## config.mk

```make
export PLATFORM = sky130hd
export DESIGN_NAME = dfe_pam4_adaptive
export DESIGN_NICKNAME = d
export VERILOG_FILES = /design/src/rtl/dfe_pkg.sv /design/src/rtl/pam4_slicer.sv /design/src/rtl/dfe_pam4_adaptive.sv
export SDC_FILE = /design/constraint.sdc
export NUM_CORES = 1
export LEC_CHECK = 0
export CORE_MARGIN = 4
export CORE_UTILIZATION = 30
export DETAILED_ROUTE_END_ITERATION = 6
export DONT_BUFFER_PORTS = 1
export GPL_ROUTABILITY_DRIVEN = 0
export SLEW_MARGIN = 30
export SYNTH_ARGS = -nofsm -noshare
export SYNTH_HDL_FRONTEND = slang
export SYNTH_SLANG_ARGS = --single-unit
```

## constraint.sdc

```tcl
create_clock -name clk -period 16.7 [get_ports clk]
set_input_delay 3.34 -clock clk [delete_from_list [all_inputs] [get_ports clk]]
set_output_delay 3.34 -clock clk [all_outputs]
set_load 0.02 [all_outputs]
```

## src/rtl/dfe_pkg.sv

```systemverilog
// Shared types and PAM4 helpers for the adaptive decision-feedback equalizer.
// Symbol index 0..3 maps to levels -3,-1,+1,+3 times half the level spacing.
package dfe_pkg;

    typedef enum logic [1:0] {
        ST_IDLE  = 2'd0,
        ST_TRAIN = 2'd1,
        ST_TRACK = 2'd2
    } dfe_state_t;

    typedef logic [1:0] symbol_t;

    function automatic int sym_level(input symbol_t s, input int sep);
        return ((2 * int'(s)) - 3) * sep / 2;
    endfunction

    // Decision thresholds sit at -sep, 0 and +sep.
    function automatic symbol_t slice_level(input int eq, input int sep);
        if (eq >= sep)
            return 2'd3;
        else if (eq >= 0)
            return 2'd2;
        else if (eq >= -sep)
            return 2'd1;
        else
            return 2'd0;
    endfunction

endpackage

```

## src/rtl/pam4_slicer.sv

```systemverilog
// Combinational PAM4 slicer: decides the nearest symbol and reports its ideal level.
module pam4_slicer
    import dfe_pkg::*;
#(
    parameter int IN_W  = 8,
    parameter int SEP   = 56,
    parameter int LVL_W = 8
)(
    input  logic signed [IN_W-1:0]  eq,
    output symbol_t                 symbol,
    output logic signed [LVL_W-1:0] level
);

    always_comb begin
        symbol = slice_level(int'(eq), SEP);
        level  = LVL_W'(sym_level(symbol, SEP));
    end

endmodule

```

## src/rtl/dfe_pam4_adaptive.sv

```systemverilog
// PAM4 decision-feedback equalizer with sign-sign LMS tap adaptation,
// a training/tracking sequencer and a direct coefficient write port.
module dfe_pam4_adaptive
    import dfe_pkg::*;
#(
    parameter int SIGNAL_RESOLUTION = 8,
    parameter int NUM_TAPS          = 4,
    parameter int SYMBOL_SEPARATION = 56,
    parameter int COEF_WIDTH        = 8,
    parameter int COEF_FRAC         = 6,
    parameter int MU_STEP           = 1,
    parameter int TRAIN_LEN         = 16,
    localparam int IDX_W = (NUM_TAPS > 1) ? $clog2(NUM_TAPS) : 1
)(
    input  logic                                clk,
    input  logic                                rst,
    input  logic signed [SIGNAL_RESOLUTION-1:0] signal_in,
    input  logic                                signal_in_valid,
    input  logic [1:0]                          train_data,
    input  logic                                train_data_valid,
    input  logic                                train_start,
    input  logic                                adapt_freeze,
    input  logic                                coef_wr_en,
    input  logic [IDX_W-1:0]                    coef_wr_idx,
    input  logic signed [COEF_WIDTH-1:0]        coef_wr_data,
    output logic signed [SIGNAL_RESOLUTION-1:0] signal_out,
    output logic [1:0]                          symbol_out,
    output logic                                signal_out_valid,
    output logic [NUM_TAPS*COEF_WIDTH-1:0]      taps_out,
    output logic [1:0]                          state_out
);

    localparam int LVL_MAX = (3 * SYMBOL_SEPARATION) / 2;
    localparam int LVL_W   = $clog2(LVL_MAX + 1) + 1;
    localparam int FB_W    = COEF_WIDTH + LVL_W + $clog2(NUM_TAPS + 1);
    localparam int EQ_W    = ((FB_W > SIGNAL_RESOLUTION) ? FB_W : SIGNAL_RESOLUTION) + 1;
    localparam int ERR_W   = ((LVL_W > SIGNAL_RESOLUTION) ? LVL_W : SIGNAL_RESOLUTION) + 1;
    localparam int CW2     = COEF_WIDTH + $clog2(MU_STEP + 1) + 1;
    localparam int CNT_W   = $clog2(TRAIN_LEN + 1);

    localparam logic signed [EQ_W-1:0] EQ_MAX = EQ_W'(2**(SIGNAL_RESOLUTION-1) - 1);
    localparam logic signed [EQ_W-1:0] EQ_MIN = -EQ_MAX - 1;
    localparam logic signed [CW2-1:0]  C_MAX  = CW2'(2**(COEF_WIDTH-1) - 1);
    localparam logic signed [CW2-1:0]  C_MIN  = -C_MAX - 1;

    dfe_state_t state, state_nxt;
    logic [CNT_W-1:0] cnt, cnt_nxt;

    logic signed [COEF_WIDTH-1:0] coef     [NUM_TAPS];
    logic signed [COEF_WIDTH-1:0] coef_nxt [NUM_TAPS];
    symbol_t                      hist     [NUM_TAPS];
    logic signed [LVL_W-1:0]      hist_lvl [NUM_TAPS];

    logic signed [FB_W-1:0]              fb_sum;
    logic signed [EQ_W-1:0]              eq_raw;
    logic signed [SIGNAL_RESOLUTION-1:0] eq;
    symbol_t                             dec_sym;
    logic signed [LVL_W-1:0]             dec_lvl;
    logic signed [LVL_W-1:0]             tr_lvl;
    symbol_t                             tr_sym_unused;
    logic signed [LVL_W-1:0]             tr_ref_lvl;
    logic signed [LVL_W-1:0]             ref_lvl;
    logic signed [ERR_W-1:0]             err;
    logic                                adapt_en;

    always_comb begin
        fb_sum = '0;
        for (int k = 0; k < NUM_TAPS; k++) begin
            hist_lvl[k] = LVL_W'(sym_level(hist[k], SYMBOL_SEPARATION));
            fb_sum = fb_sum + (FB_W'(coef[k]) * FB_W'(hist_lvl[k]));
        end
        eq_raw = EQ_W'(signal_in) - EQ_W'(fb_sum >>> COEF_FRAC);
        if (eq_raw > EQ_MAX)
            eq = EQ_MAX[SIGNAL_RESOLUTION-1:0];
        else if (eq_raw < EQ_MIN)
            eq = EQ_MIN[SIGNAL_RESOLUTION-1:0];
        else
            eq = eq_raw[SIGNAL_RESOLUTION-1:0];
    end

    pam4_slicer #(
        .IN_W  (SIGNAL_RESOLUTION),
        .SEP   (SYMBOL_SEPARATION),
        .LVL_W (LVL_W)
    ) u_dec_slicer (
        .eq     (eq),
        .symbol (dec_sym),
        .level  (dec_lvl)
    );

    // The training symbol is presented at its ideal level, so slicing it
    // returns the same symbol and the reference level for the error term.
    assign tr_lvl = LVL_W'(sym_level(train_data, SYMBOL_SEPARATION));

    pam4_slicer #(
        .IN_W  (LVL_W),
        .SEP   (SYMBOL_SEPARATION),
        .LVL_W (LVL_W)
    ) u_ref_slicer (
        .eq     (tr_lvl),
        .symbol (tr_sym_unused),
        .level  (tr_ref_lvl)
    );

    assign adapt_en = !adapt_freeze && signal_in_valid &&
                      (((state == ST_TRAIN) && train_data_valid) || (state == ST_TRACK));
    assign ref_lvl  = (state == ST_TRAIN) ? tr_ref_lvl : dec_lvl;
    assign err      = ERR_W'(eq) - ERR_W'(ref_lvl);

    // Sign-sign LMS: step toward agreement of error sign and history level sign.
    always_comb begin
        logic signed [CW2-1:0] c_ext;
        logic                  lvl_pos;
        for (int k = 0; k < NUM_TAPS; k++) begin
            c_ext   = CW2'(coef[k]);
            lvl_pos = hist[k][1];
            if (adapt_en && (err != '0)) begin
                if (err[ERR_W-1] != lvl_pos)
                    c_ext = c_ext + CW2'(MU_STEP);
                else
                    c_ext = c_ext - CW2'(MU_STEP);
            end
            if (c_ext > C_MAX)
                coef_nxt[k] = C_MAX[COEF_WIDTH-1:0];
            else if (c_ext < C_MIN)
                coef_nxt[k] = C_MIN[COEF_WIDTH-1:0];
            else
                coef_nxt[k] = c_ext[COEF_WIDTH-1:0];
            if (coef_wr_en && (coef_wr_idx == IDX_W'(k)))
                coef_nxt[k] = coef_wr_data;
        end
    end

    always_comb begin
        state_nxt = state;
        cnt_nxt   = cnt;
        if (train_start) begin
            state_nxt = ST_TRAIN;
            cnt_nxt   = '0;
        end else begin
            case (state)
                ST_TRAIN: begin
                    if (signal_in_valid && train_data_valid) begin
                        if (cnt == CNT_W'(TRAIN_LEN - 1)) begin
                            state_nxt = ST_TRACK;
                            cnt_nxt   = '0;
                        end else begin
                            cnt_nxt = cnt + 1'b1;
                        end
                    end
                end
                default: ;
            endcase
        end
    end

    always_ff @(posedge clk) begin
        if (rst) begin
            state            <= ST_IDLE;
            cnt              <= '0;
            signal_out       <= '0;
            symbol_out       <= '0;
            signal_out_valid <= 1'b0;
            for (int k = 0; k < NUM_TAPS; k++) begin
                coef[k] <= '0;
                hist[k] <= 2'd2;
            end
        end else begin
            state            <= state_nxt;
            cnt              <= cnt_nxt;
            signal_out_valid <= signal_in_valid;
            for (int k = 0; k < NUM_TAPS; k++)
                coef[k] <= coef_nxt[k];
            if (signal_in_valid) begin
                signal_out <= eq;
                symbol_out <= dec_sym;
                for (int k = NUM_TAPS - 1; k > 0; k--)
                    hist[k] <= hist[k-1];
                hist[0] <= dec_sym;
            end
        end
    end

    always_comb begin
        taps_out = '0;
        for (int k = 0; k < NUM_TAPS; k++)
            taps_out[k*COEF_WIDTH +: COEF_WIDTH] = coef[k];
    end

    assign state_out = state;

endmodule

```

Word-level counts from Yosys, hierarchy flattened. Memories as Yosys holds them, arrays and structs flattened. Index checks and enable logic that the tools add are counted.

Register bits: 18. Memory bits (writable): 40. Output and inout port bits: 45. Logic and storage cells: 142. Memories: 2.

Memories: coef (words 4, width 8, read ports 4, clocked after Yosys merged registers in 0, wr ports 4, RTL line dfe_pam4_adaptive.sv:49) `logic signed [COEF_WIDTH-1:0] coef [NUM_TAPS];`; hist (words 4, width 2, read ports 4, clocked after Yosys merged registers in 0, wr ports 4, RTL line dfe_pam4_adaptive.sv:51) `symbol_t hist [NUM_TAPS];`.

Add/subtract/negate cells: 21. Multiply operators: 11. $lt $le $gt $ge: 16. Equal/unequal tests: 10. Mux-type cells: 48. Bitwise gates (word level): 8. Reduce and logical (&&, ||, !) cells: 20.

Operators by type and width (count): 2-to-1 mux 8 bit (19); 2-to-1 mux 10 bit (8); multiplier 32 x 4 -> 6 bit, second input constant (2); multiplier 8 x 6 -> 14 bit (4); > comparator 10 x 8 -> 1 bit, second input constant (4); < comparator 10 x 8 -> 1 bit, second input constant (4); adder 8 x 2 -> 9 bit, second input constant (4); subtractor 8 x 2 -> 9 bit, second input constant (4); greater-or-equal comparator 8 x 7 -> 1 bit, second input constant (4); multiplier 4 x 4 -> 6 bit, second input constant (5); subtractor 3 x 2 -> 4 bit, second input constant (7); adder 18 x 16 -> 19 bit (1); adder 17 x 16 -> 18 bit (1); adder 16 x 16 -> 17 bit (1); greater-or-equal comparator 8 x 1 -> 1 bit, second input constant (2); 2-to-1 mux 2 bit (8); > comparator 14 x 8 -> 1 bit, second input constant (1); < comparator 14 x 8 -> 1 bit, second input constant (1); subtractor 8 x 13 -> 14 bit (1); 2-to-1 mux 1 bit (12); logical AND 1 bit (9); nonzero test 9 bit (1); subtractor 8 x 8 -> 9 bit (1); bitwise OR 1 bit (8); other kinds (13) (22).

Longest topological paths before layout. An unclocked memory read counts as a cell.

Depth in word-level cells: 27. Mapped depth: 68.

Modules after synthesis. A second synthesis with hierarchy kept.

Cells, all modules: 1499. Area total of the unflattened synthesis: 13195.2 µm².

By module, submodules not included: dfe_pam4_adaptive (times used 1, cells each 1469, area each 12988.7 µm²); pam4_slicer (u_dec_slicer) (times used 1, cells each 16, area each 115.1 µm²); pam4_slicer (u_ref_slicer) (times used 1, cells each 14, area each 91.3 µm²).

Worst setup path after synthesis. No wires, ideal clock.

Path type: register -> register. Start point: mem hist[1][1] (netlist name). End point: mem coef[1][4]. Library setup time: 0.150 ns. Data arrival time: 13.952 ns. Data required time: 16.550 ns. Slack: 2.598 ns. Stages on the path, launching flop included: 61. Path buffers: 3. Period minus slack after synthesis: 14.102 ns. Cells stage by stage: edfxtp_1 clkbuf_1 clkinv_1 ha_1 xor2_1 xnor2_1 nand3_1 o21ai_0 xnor2_1 nand2_1 fa_1 fa_1 fa_1 fa_1 inv_1 ha_1 a21o_1 a21oi_1 [... 25 more ...] ha_1 o22ai_1 or2_2 a311oi_1 nor3_2 and2_4 buf_6 xnor2_4 clkbuf_1 xor2_1 ha_1 nor4_1 and3_1 o21ai_0 mux2i_1 or2_0 or3_1 a311oi_1.

RTL lines (RTL line): start, declared (dfe_pam4_adaptive.sv:51); end, declared (dfe_pam4_adaptive.sv:49).

==> results_dict.tcl <==
set metrics [dict create \
    syn_nets 1861 \
    cts_buffer_depth 2 \
    synthDistinctLibCells 80 \
    netlist_instances 1517 \
    drive_above_1_share_pct 4.26 \
    r2r-end "coef[1][4]" \
    fin_crit_ps 15490 \
    die_x_um 215 \
    cpPeakStageDelay_ps 660 \
    crit_path_end "coef[1][4]" \
    synth.most_common_cell "inv_1" \
    cp-end-kind "register" \
    port_buffers 0 \
    final_cells 2019 \
    vias 10300 \
    cap_viol_max_count 0 \
    max_slew_margin_pct 37.2 \
    cts_root_buf "clkbuf_16" \
    max_freq_ghz 0.0646 \
    numCtsBuffers 9 \
    path_clk_slew_ps 60 \
    pre_cts_ws_ps 706 \
    setup_viol 0 \
    hold_violations 0 \
    synthArstFlopShare_pct 0 \
    die_height_um 215 \
    ys_top_cells_by_count "inv_1 (224), fa_1 (166), ha_1 (151)" \
    outcome "finished clean" \
    required_ps 16950 \
    track_usage_pct 14.8 \
    synth_area_leaders "fa_1 (26%), ha_1 (15%), dfxtp_1 (7.8%)" \
    drtAntennaViolNets 0 \
    grt_first_pass_wirelength_um 56200 \
    synth_top_family_by_area "adder cells" \
    critical_path_class "reg2reg" \
    antenna_cells 0 \
    synthAdderAreaFrac_pct 41.1 \
    cp.arrival_ps 15740 \
    ff2ff_path_depth 59 \
    drt-initial-drc-count 525 \
    cts_tree "built" \
    die-area_um2 46000 \
    synth.largest_area_cell "fa_1" \
    worst_path_max_delay_cell "edfxtp_1" \
    grt_setup_unrepaired "false" \
    synth-simple-area-share_pct 19.2 \
    min_path_type "reg2reg" \
    cts_hold_buf 0 \
    rows 75 \
    cp_max_fo 16 \
    worstSkewPairLatency_ps 350 \
    ys.flop_type "dfxtp_1" \
    synth_compound_area_share_pct 12.9 \
    finalWirelength_um 33700 \
    vias_per_cell 5.10 \
    fin_tns_setup_ps 0 \
    antenna_found_initial 0 \
    synth.area.mux_share_pct 1.98 \
    min_period_over_period_pct 92.8 \
    dp.cells 2001 \
    final_max_slew_viol_count 0 \
    core_um2 42000 \
    synth_seq_cells 58 \
    synth-xor-area-share_pct 6.51 \
    yosysWarnings 0 \
    area_delta_synth_final_pct 6.60 \
    netlist_area_um2 12800 \
    final_nets 1819 \
    synth_edf_count 8 \
    yosys.area.top_type_share_pct 26.0 \
    cp-startpoint "hist[1][0]" \
    fin_worst_skew_ps 10.5 \
    fin_ws_ps 1210 \
    io_pins 72 \
    cts.sinks 58 \
    place_hpwl_um 27500 \
    grt_max_degree 50 \
    avgSynthCellArea_um2 8.44 \
    h-tree-depth 3 \
    drc 0 \
    start_util_pct 30.4 \
    dr.pass1.iters 7 \
    whs_ps 470 \
    r2r_start "hist[1][0]" \
    grt_pass1_vias 10600 \
    grt_overflow 0 \
    reg2reg_slack_ps 1210 \
    drt-wirelength-per-cell_um 16.7 \
    startpoint_type "register" \
    yosysSeqAreaShare_pct 9.70 \
    tightest_slew_ps 942 \
]
## worst min-delay path by stage
stage	start	end	slack, ps	cells past startpoint
floorplan	cnt[3]	cnt[3]	430	1
global placement	cnt[3]	cnt[3]	460	1
detailed placement	cnt[3]	cnt[3]	460	1
CTS	cnt[3]	cnt[3]	470	1
global route	cnt[3]	cnt[3]	490	1
finish	cnt[3]	cnt[3]	470	1
## cells in the final DEF, fill, tap and decap left out, types with 6 or more instances in the layout
| cell type | Yosys | routed |
|---|---|---|
| inv_1 | 224 | 224 |
| fa_1 | 166 | 166 |
| ha_1 | 151 | 151 |
| nand2_1 | 121 | 121 |
| nor2_1 | 112 | 112 |
| a21oi_1 | 64 | 64 |
| xnor2_1 | 59 | 59 |
| dfxtp_1 | 50 | 50 |
| and2_1 | 48 | 48 |
| o21ai_0 | 43 | 43 |
| nor3_1 | 29 | 29 |
| xor2_1 | 28 | 28 |
| nand3_1 | 27 | 27 |
| nand2b_1 | 24 | 24 |
| a211oi_1 | 22 | 22 |
| nor2b_1 | 21 | 21 |
| a21o_1 | 20 | 20 |
| o21bai_1 | 18 | 18 |
| or3_1 | 17 | 17 |
| mux2i_1 | 18 | 17 |
| or2_2 | 16 | 16 |
| nand4_1 | 13 | 13 |
| clkbuf_16 | 0 | 11 |
| o211ai_1 | 10 | 10 |
| and3_1 | 10 | 10 |
| a31oi_1 | 10 | 10 |
| a311oi_1 | 11 | 10 |
| nor4_1 | 10 | 9 |
| buf_4 | 0 | 9 |
| edfxtp_1 | 8 | 8 |
| o21a_1 | 7 | 7 |
| or4_1 | 7 | 7 |
| o31ai_1 | 6 | 6 |
| o22ai_1 | 6 | 6 |
## critical path: cells and delay by family (launching register included)
kind,cells,cell delay [ps]
multiplexers,2,300
AO/OA/AOI/OAI,17,3690
flip-flops,1,660
XOR/XNOR,7,1490
buffers and inverters,5,540
AND/OR/NAND/NOR,16,3580
adder cells (fa/ha/maj),12,5100
## registers in the layout, summed over array words and instances, names as in the netlist
signal	cells
signal_out	8
symbol_out	2
coef	32
hist	8
cnt	5
state_out	2
signal_out_valid	1
## layer usage
layer | share of wire (%) | GRT usage (%)
met4 | 1.8 | 2.94
met5 | 0 | 0
met3 | 6.2 | 3.68
met2 | 47 | 24.2
met1 | 45 | 19.9
## cells by family (layout without fill, tap and decap cells)
logic type | after synthesis | count (layout)
AND/OR/NAND/NOR | 485 | 485
adder cells (fa/ha/maj) | 322 | 322
buffers and inverters | 288 | 251
AO/OA/AOI/OAI | 250 | 250
XOR/XNOR | 90 | 90
flip-flops | 58 | 58
multiplexers | 24 | 24
## layout make-up
| class | count | area [um^2] |
|---|---|---|
| inverter | 226 | 848 |
| timing repair buffer | 9 | 67.6 |
| fill | 4406 | 28400 |
| clock buffer | 13 | 283 |
| multi-input combinational | 1171 | 10500 |
| tap | 539 | 674 |
| sequential | 58 | 1240 |
| clock inverter | 3 | 41.3 |
## per-stage QoR
step,utilization (%),area (um^2)
floorplan,-,12800
global placement,31.6,13300
detailed placement,31.6,13300
CTS,32.4,13600
global route,32.5,13600
finish,32.5,13600
## repair_timing
item	CTS	global route
gates resized for setup	0	2
buffers inserted	0	2
endpoints found under the setup margin	0	29
Power is left out: the tool's default activity adds up to more than one toggle a clock period on the data nets, which glitch-free logic cannot reach.
==> RTL edit, RTL diff (same settings) <==
Change the parameter `SYMBOL_SEPARATION` from 56 to 28.
--- a/src/rtl/dfe_pam4_adaptive.sv
+++ b/src/rtl/dfe_pam4_adaptive.sv
@@ -5,7 +5,7 @@
 #(
     parameter int SIGNAL_RESOLUTION = 8,
     parameter int NUM_TAPS          = 4,
-    parameter int SYMBOL_SEPARATION = 56,
+    parameter int SYMBOL_SEPARATION = 28,
     parameter int COEF_WIDTH        = 8,
     parameter int COEF_FRAC         = 6,
     parameter int MU_STEP           = 1,
Formal check against the unedited RTL: not equivalent (a bounded check fails within 4 cycles, from zero or initial values and one cycle with rst high).
==> RTL edit against the original RTL <==
  * Cell area grew 2.0%
  * Synthesized cell count increased by 2.3%
  * Highest routed layer unchanged
  * Synthesized area increased by 1.8%
  * Sequential cell count is the same
  * Routed wire length rose by 1.1%
  * Setup slack improved by 320 ps
  * Critical endpoint is now coef[2][6]$_SDFF_PP0_
Power is left out: the tool's default activity adds up to more than one toggle a clock period on the data nets, which glitch-free logic cannot reach.
==> RTL edit: results (changes against the original RTL) <==
{
  "number_of_search_and_repair_iterations_in_the_first_detailed_routing_pass": {"value": 5, "change": "was 7"},
  "wl_per_cell": {"value": 16.2, "unit": "um", "change": "was 16.7 um"},
  "synth_compound_area_share": {"value": 13.8, "unit": "%", "change": "was 12.9%"},
  "post-dp-hpwl": {"value": 28.1, "unit": "mm", "change": "was 27.5 mm"},
  "fin_skew": {"value": 15.0, "unit": "ps", "change": "was 10.5 ps"},
  "first_global_vias": {"value": 10807, "change": "was 10599"},
  "finalHoldWorstSlack": {"value": 470, "unit": "ps", "change": "about the same"},
  "cts_post_setup_buffers_inserted": {"value": 0, "change": "unchanged"},
  "detail_route.wirelength.met1": {"value": 15.2, "unit": "mm", "change": "was 15.3 mm"},
  "num-nets-final": {"value": 1865, "change": "was 1819"},
  "groute.layer.met1.usage": {"value": 19.7, "unit": "%", "change": "was 19.9%"},
  "synth_seq_area_share": {"value": 9.52, "unit": "%", "change": "was 9.70%"},
  "place_ws": {"value": 1270, "unit": "ps", "change": "was 706 ps"},
  "synthAdderAreaFrac": {"value": 40.5, "unit": "%", "change": "was 41.1%"},
  "max_slew_margin": {"value": 36.8, "unit": "%", "change": "was 37.2%"},
  "setup_ws": {"value": 1530, "unit": "ps", "change": "was 1210 ps"},
  "placedInstanceArea": {"value": 13600, "unit": "um2", "change": "was 13300 um2"},
  "groute.layer.met3.usage": {"value": 3.38, "unit": "%", "change": "was 3.68%"},
  "routed_via_count": {"value": 10453, "change": "was 10288"},
  "detail_route.vias_per_cell": {"value": 4.96, "change": "was 5.10"},
  "grt_util_all_layers": {"value": 15.1, "unit": "%", "change": "was 14.8%"},
  "route.met3.wl": {"value": 1.95, "unit": "mm", "change": "was 2.10 mm"},
  "yosys.cell_types.count": {"value": 77, "change": "was 80"},
  "yosys.area_share.xor_xnor": {"value": 7.12, "unit": "%", "change": "was 6.51%"},
  "max_stage_delay_ps": 670,
  "global_route.usage.met2": {"value": 25.4, "unit": "%", "change": "was 24.2%"},
  "synth_cells": {"value": 1552, "change": "was 1517"},
  "nFillCells": {"value": 4589, "change": "was 4406"},
  "run_status": {"value": "finished clean", "change": "unchanged"},
  "cp.arrival": {"value": 15410, "unit": "ps", "change": "was 15740 ps"},
  "ys_top_cells_by_area": {"value": "fa_1, ha_1, dfxtp_1", "change": "unchanged"}
}
## RTL edit: final cells by class
cell class,instances,area (um2),share of cell area (%)
Multi-Input combinational cell,1187,10600,76.2
Clock inverter,4,50.0,0.360
Inverter,243,913,6.56
Clock buffer,12,246,1.77
Timing Repair Buffer,17,125,0.899
Tap cell,585,732,5.26
Sequential cell,58,1240,8.92
## RTL edit: final timing paths
| path | startpoint | end | cells past startpoint |
|---|---|---|---|
| setup / recovery | hist[1][1]$_SDFFCE_PN1P_ | coef[2][6]$_SDFF_PP0_ | 54 |
| hold / removal | cnt[3]$_SDFFE_PP0P_ | cnt[3]$_SDFFE_PP0P_ | 1 |
| setup reg to reg | hist[1][1]$_SDFFCE_PN1P_ | coef[2][6]$_SDFF_PP0_ | 54 |
| hold reg to reg | cnt[3]$_SDFFE_PP0P_ | cnt[3]$_SDFFE_PP0P_ | 1 |
